[config.mk]
export PLATFORM = sky130hd
export DESIGN_NAME = ifetch_queue
export DESIGN_NICKNAME = d
export VERILOG_FILES = /design/src/rtl/ifetch_queue.sv
export SDC_FILE = /design/constraint.sdc
export NUM_CORES = 1
export LEC_CHECK = 0
export ABC_AREA = 1
export CAP_MARGIN = 5
export CELL_PAD_IN_SITES_DETAIL_PLACEMENT = 1
export CELL_PAD_IN_SITES_GLOBAL_PLACEMENT = 1
export CORE_MARGIN = 2
export CORE_UTILIZATION = 40
export DETAILED_ROUTE_END_ITERATION = 16
export HOLD_SLACK_MARGIN = 0.12
export PLACE_DENSITY_LB_ADDON = 0.12
export SYNTH_ARGS = -nofsm -noshare
export SYNTH_HDL_FRONTEND = slang
export SYNTH_SLANG_ARGS = --single-unit
[constraint.sdc]
create_clock -name clk -period 27.1 [get_ports clk]
set_input_delay 2.71 -clock clk [delete_from_list [all_inputs] [get_ports clk]]
set_output_delay 2.71 -clock clk [all_outputs]
set_load 0.05 [all_outputs]
[src/rtl/ifetch_queue.sv]
// Instruction-fetch front end: sequential PC generation, 1-cycle ROM reads and a
// small instruction/PC FIFO toward decode, flushed on branch/jump redirect.
module ifetch_queue #(
   parameter int          DEPTH    = 4,
   parameter int          ADDR_W   = 6,
   parameter logic [31:0] RESET_PC = 32'h0000_0000
) (
   input  logic              clk,
   input  logic              rst,
   input  logic              redirect,
   input  logic [31:0]       redirect_pc,
   output logic              imem_en,
   output logic [ADDR_W-1:0] imem_addr,
   input  logic [31:0]       imem_data,
   output logic              instr_valid,
   output logic [31:0]       instr,
   output logic [31:0]       instr_pc,
   input  logic              instr_ready
);

   localparam int PW = $clog2(DEPTH);
   localparam int CW = PW + 1;

   logic [31:0]   fpc_q, fpc_d;
   logic          inflight_q, inflight_d;
   logic [31:0]   inflight_pc_q, inflight_pc_d;
   logic [CW-1:0] count_q, count_d;
   logic [PW-1:0] wr_ptr_q, wr_ptr_d;
   logic [PW-1:0] rd_ptr_q, rd_ptr_d;
   logic [31:0]   data_q [DEPTH];
   logic [31:0]   data_d [DEPTH];
   logic [31:0]   pcs_q  [DEPTH];
   logic [31:0]   pcs_d  [DEPTH];

   logic          push;
   logic          pop;
   logic [CW-1:0] occ;

   // Credit counts queued entries plus the response still on its way back.
   assign occ         = count_q + CW'(inflight_q);
   assign imem_en     = !rst && !redirect && (occ < CW'(DEPTH));
   assign imem_addr   = fpc_q[ADDR_W+1:2];
   assign instr_valid = (count_q != '0);
   assign instr       = data_q[rd_ptr_q];
   assign instr_pc    = pcs_q[rd_ptr_q];

   assign push = inflight_q && !redirect;
   assign pop  = instr_valid && instr_ready;

   always_comb begin
      fpc_d         = fpc_q;
      inflight_d    = imem_en;
      inflight_pc_d = inflight_pc_q;
      count_d       = count_q;
      wr_ptr_d      = wr_ptr_q;
      rd_ptr_d      = rd_ptr_q;
      data_d        = data_q;
      pcs_d         = pcs_q;

      if (imem_en) begin
         fpc_d         = fpc_q + 32'd4;
         inflight_pc_d = fpc_q;
      end

      if (redirect) begin
         fpc_d    = redirect_pc & ~32'h0000_0003;
         count_d  = '0;
         rd_ptr_d = wr_ptr_q;
      end else begin
         if (push) begin
            data_d[wr_ptr_q] = imem_data;
            pcs_d[wr_ptr_q]  = inflight_pc_q;
            wr_ptr_d         = wr_ptr_q + PW'(1);
         end
         if (pop) begin
            rd_ptr_d = rd_ptr_q + PW'(1);
         end
         case ({push, pop})
            2'b10:   count_d = count_q + CW'(1);
            2'b01:   count_d = count_q - CW'(1);
            default: count_d = count_q;
         endcase
      end
   end

   always_ff @(posedge clk or posedge rst) begin
      if (rst) begin
         fpc_q         <= RESET_PC;
         inflight_q    <= 1'b0;
         inflight_pc_q <= '0;
         count_q       <= '0;
         wr_ptr_q      <= '0;
         rd_ptr_q      <= '0;
         for (int i = 0; i < DEPTH; i++) begin
            data_q[i] <= '0;
            pcs_q[i]  <= '0;
         end
      end else begin
         fpc_q         <= fpc_d;
         inflight_q    <= inflight_d;
         inflight_pc_q <= inflight_pc_d;
         count_q       <= count_d;
         wr_ptr_q      <= wr_ptr_d;
         rd_ptr_q      <= rd_ptr_d;
         data_q        <= data_d;
         pcs_q         <= pcs_d;
      end
   end

endmodule

# Yosys cells after proc, flatten, opt, wreduce, memory -nomap -nowiden
# Cells that the tools add are included.
[word_totals] reg_bits=328 out_inout_bits=72 elab_cells=57
[op_classes] addsub=6 n_lt_le_gt_ge=4 n_eq_ne=2 mux=16 n_bitwise=3 n_reduce_logical=12
[ops] cell="bitwise mux 128 bit" n=2
[ops] cell="2-to-1 mux 32 bit" n=7
[ops] cell="binary-select mux 32 bit (select 2 bit)" n=2
[ops] cell="demux 32 bit (select 2 bit)" n=1
[ops] cell="adder 32 x 3 -> 32 bit (second input constant)" n=1
[ops] cell="greater-or-equal comparator 3 bit (second input constant)" n=2
[ops] cell="NOT 2 -> 3 bit" n=2
[ops] cell="case mux 3 bit (2 select lines)" n=1
[ops] cell="nonzero test 3 bit" n=2
[ops] cell="logical AND 1 bit" n=5
[ops] cell="adder 2 x 1 -> 2 bit (second input constant)" n=2
[ops] cell="2-to-1 mux 2 bit" n=2
[ops] cell="nonzero test 2 bit" n=2
[ops] cell="adder 3 x 1 -> 3 bit" n=1
[ops] cell="adder 3 x 1 -> 3 bit (second input constant)" n=1
[ops] cell="< comparator 3 x 1 -> 1 bit (second input constant)" n=1
[ops] cell="< comparator 3 bit (second input constant)" n=1
[ops] cell="2-to-1 mux 3 bit" n=1
[ops] cell="subtractor 3 x 1 -> 3 bit (second input constant)" n=1
[ops] cell="equality test 2 x 1 -> 1 bit (second input constant)" n=1
[ops] cell="equality test 2 bit (second input constant)" n=1
[ops] cell="logical NOT 1 bit" n=2
[ops] cell="AND reduction 2 bit" n=1
[ops] cell="NOT 1 bit" n=1

# Depth between registers and ports, before layout
[logic_depth] depth_word=6 depth_mapped=10 mapped_depth_nobuf=9

# Worst setup path before layout
# OpenSTA, ideal clock, no wires.
[synth_path] kind="input to output" from="input port redirect" to="output port imem_en" arrival_ps=3482 path_slack_ps=20908 stages=6 path_buffers=3 cell_sequence="buf_6 > nor2_1 > nand3_2 > inv_2 > buf_4 > buf_4"
[synth_between] elab_chain_len=3
[synth_lines] element="start: declaration" line_no="10" text="input logic redirect,"
[synth_lines] element="logical NOT 1 bit" line_no="41" text="assign imem_en = !rst && !redirect && (occ < CW'(DEPTH));"
[synth_lines] element="logical AND 1 bit (2 in series)" line_no="41"
[synth_lines] element="end: declaration" line_no="12" text="output logic imem_en,"
# Every way passes these cells.

# Worst setup path in the final report
# Ends and elaborated chain as after synthesis.

==> impl_summary.log <==
[metrics] overall via count from detail_route: 11.9k
[metrics] slowest cell delay on critical path: 0.92 ns
[metrics] count of hold buffers inserted by post-cts repair: 0
[metrics] Worst Path Max Fanout: 35
[metrics] detail-routed via count per cell: 5.15
[metrics] detail-routed net length per standard cell: 17.3 um
[metrics] Core ar.: 35600 um2
[metrics] max-cap check violation count: 0
[metrics] fin cells: 2312
[metrics] clock-pin slew on the worst setup and hold paths: 0.05 ns
[metrics] root cell of the clock tree: sky130_fd_sc_hd__clkbuf_16
[metrics] depth of the CTS H-tree: 2
[metrics] Crit Path Category: input pin to output pin
[metrics] number of top-level design ports: 140
[metrics] dominant cells by area after synthesis: sky130_fd_sc_hd__dfrtp_1 (55%), sky130_fd_sc_hd__o21ai_0 (14%), sky130_fd_sc_hd__nand2_1 (11%)
[metrics] post-synth top area share: 0.549
[metrics] drt first pass iters: 5
[metrics] TritonCTS clock tree: yes
[metrics] DPL Wire Length: 24000 um
[metrics] number of buffers inserted during clock tree synthesis: 37
[metrics] detailed-route DRC error count: 0
[metrics] number of buffers and inverters on the critical path: 4
[metrics] Hold Path Class: register to register
[metrics] IR drop worst, VDD: 0.0900 mV
[metrics] number of global-route vias before repair: 12.3k
[metrics] final weighted congestion in routability-driven placement: 0.779
[metrics] endpoint kind of the worst setup timing path: output pin
[metrics] measured slew at the worst slew-check pin: 1.01 ns
[metrics] number of max-slew violations in the final report: 0
[metrics] final critical delay including setup and external delays: 7.78 ns
[metrics] post-synthesis sequential element count: 316
[metrics] post-synthesis sequential area ratio: 0.549
[metrics] number of cells after detailed placement: 2249
[metrics] critical-path cell list: clkdlybuf4s50_1, buf_4, nor2_1, nand3_2, inv_2, clkdlybuf4s50_1
[metrics] critical path arrival: 5.07 ns
[metrics] unrepaired setup endpoints after global routing: no
[metrics] Crit path required time: 24.39 ns
[metrics] Syn Inst Count: 1757
[metrics] Sinks on Clock Net: 316
[metrics] Final Hold Viols: 0
[metrics] Final Instance Area: 17000 um2
[metrics] most used cell along the critical path: sky130_fd_sc_hd__clkdlybuf4s50_1
[metrics] signed area change from the synthesized netlist to the final layout: 17.9%
[metrics] Post-CTS Setup Repair Bufs: 0
[metrics] post_cts resized: 0
[metrics] Post-Place Cell Area: 15900 um2
[metrics] portion of the clock cycle consumed by the worst path in the final layout: 0.287
[metrics] Total Die Area: 37600 um2
[metrics] die span in y: 194 um
[metrics] Site Rows: 69
[metrics] number of distinct library cells after synthesis: 32
[metrics] leading cell type in the layout, fill and taps excluded: sky130_fd_sc_hd__nand2_1
[metrics] cell type group with the largest total delay on the critical path: buffers and inverters
[metrics] number of nets with antenna violations after routing: 0
[metrics] Cell Area, Synth: 14400 um2
[metrics] Overflow after GRT: 0
[metrics] PwrDens: 135 nW/um2
[metrics] die width: 194 um
[metrics] total wire length: 40100 um
[metrics] nets@finish: 1901
[metrics] maximum count of clock buffers along a single path: 3
[metrics] number of warning messages in the yosys log: 0
[metrics] Max-slew headroom: 0.327
[metrics] Setup crit start kind: input pin
[metrics] filler cell count: 4236
[metrics] first-pass GRT wire length: 66000 um
[metrics] Worst-Skew Late Latency: 0.51 ns
[metrics] most frequent cells in the layout: sky130_fd_sc_hd__nand2_1 (431), sky130_fd_sc_hd__o21ai_0 (402), sky130_fd_sc_hd__dfrtp_1 (314)
[metrics] Setup TNS: 0 ns
[metrics] initial drt markers: 652
[metrics] Overall Global Routing Usage: 0.215
[metrics] power consumption: 2.30 mW
[metrics] effective utilization at floorplan: 0.405
[metrics] most area-hungry cell type in the Yosys netlist: sky130_fd_sc_hd__dfrtp_1
[metrics] initial antenna violation count: 0
[metrics] outcome: finished clean
[metrics] Port Buffer Count: 135
[metrics] diode insertion count for antenna repair: 0
[metrics] layout cells sized above 1: 0.0459
[metrics] Syn Area/Cell: 8.21 um2
[metrics] pin count of the biggest net entering global routing: 115
[metrics] final worst clock skew: 0.0166 ns
[metrics] Critical-path top delay cell: sky130_fd_sc_hd__clkdlybuf4s50_1
[metrics] highest clock rate: 0.129 GHz
[metrics] count of final setup violators: 0
[metrics] static leakage: 7.97 nW
-- worst min-delay path, delay by kind of cell, from the launching register on --
kind / cells / cell delay (ns)
flip-flops: 1 / 0.33
AO/OA/AOI/OAI: 1 / 0.06
AND/OR/NAND/NOR: 1 / 0.05
-- final cells by class --
type | instances | area, um2 | area share
clock buffer | 52 | 1030 | 0.0607
clock inverter | 11 | 111 | 0.00655
inverter | 135 | 518 | 0.0305
multi-input combinational | 1189 | 5400 | 0.318
sequential | 316 | 7910 | 0.465
tap | 461 | 577 | 0.0339
timing repair buffer | 148 | 1450 | 0.0852
-- cell usage after synthesis (all sizes together) --
library cell  instances
nand2               436
o21ai               411
dfrtp               316
nor2                174
inv                 131
nand3                76
o22ai                62
buf                  59
clkbuf               59
a21oi                 9
ha                    5
o211ai                5
clkinv                4
nand4                 2
xor2                  2
and3                  1
conb                  1
fa                    1
nand3b                1
o221ai                1
xnor2                 1
-- where the power goes --
part	internal, mW	switching, mW
clock	0.284	0.195
combinational	0.329	0.697
sequential	0.670	0.123
total	1.28	1.01
-- worst paths after layout --
path | from | endpoint | slack, ns | depth (start not counted)
max | redirect | imem_en | 19.32 | 6
min | data_q[39]$_DFFE_PP0P_ | data_q[39]$_DFFE_PP0P_ | 0.48 | 2
max reg2reg | wr_ptr_q[0]$_DFFE_PP0P_ | data_q[122]$_DFFE_PP0P_ | 24.80 | 5
min reg2reg | data_q[39]$_DFFE_PP0P_ | data_q[39]$_DFFE_PP0P_ | 0.48 | 2
max in group asynchronous | rst | data_q[29]$_DFFE_PP0P_ | 22.06 | 4
min in group asynchronous | rst | fpc_q[21]$_DFFE_PP0P_ | 2.79 | 2
-- sequential cells by signal (all words and copies together) (netlist names) --
name / cells
pcs_q: 120
inflight_q: 1
inflight_pc_q: 30
data_q: 128
rd_ptr_q: 2
count_q: 3
wr_ptr_q: 2
fpc_q: 30
-- kinds of logic (layout without fill, tap and decap cells) --
kind of cell               after synthesis  after routing  synth area share
other                                    1              2          0.000260
buffers and inverters                  253            346            0.0771
DFF                                    316            316             0.549
xor gates and xnor gates                 3              3           0.00182
adders and majority gates                6              6           0.00573
and+or+nand+nor                        690            690             0.191
AOI/OAI and AO/OA                      488            488             0.176
-- routing by layer --
layer  vias to the layer above  track usage  part of all wire
li1                       5869            -                 -
met1                      5788        0.292              0.46
met2                       195        0.365              0.48
met3                        48       0.0271             0.034
met4                         0       0.0527             0.021
met5                         -            0                 0
-- stage by stage --
stage                util  setup WS (ns)  hold WS, ns
global route        0.478          19.21        0.499
floorplan               -          15.65        0.448
finish              0.478          19.32        0.477
CTS                 0.478          19.29        0.482
detailed placement  0.446          19.30        0.467
global placement    0.446          19.31        0.461
Note: power is estimated with default switching activity, not from simulation.
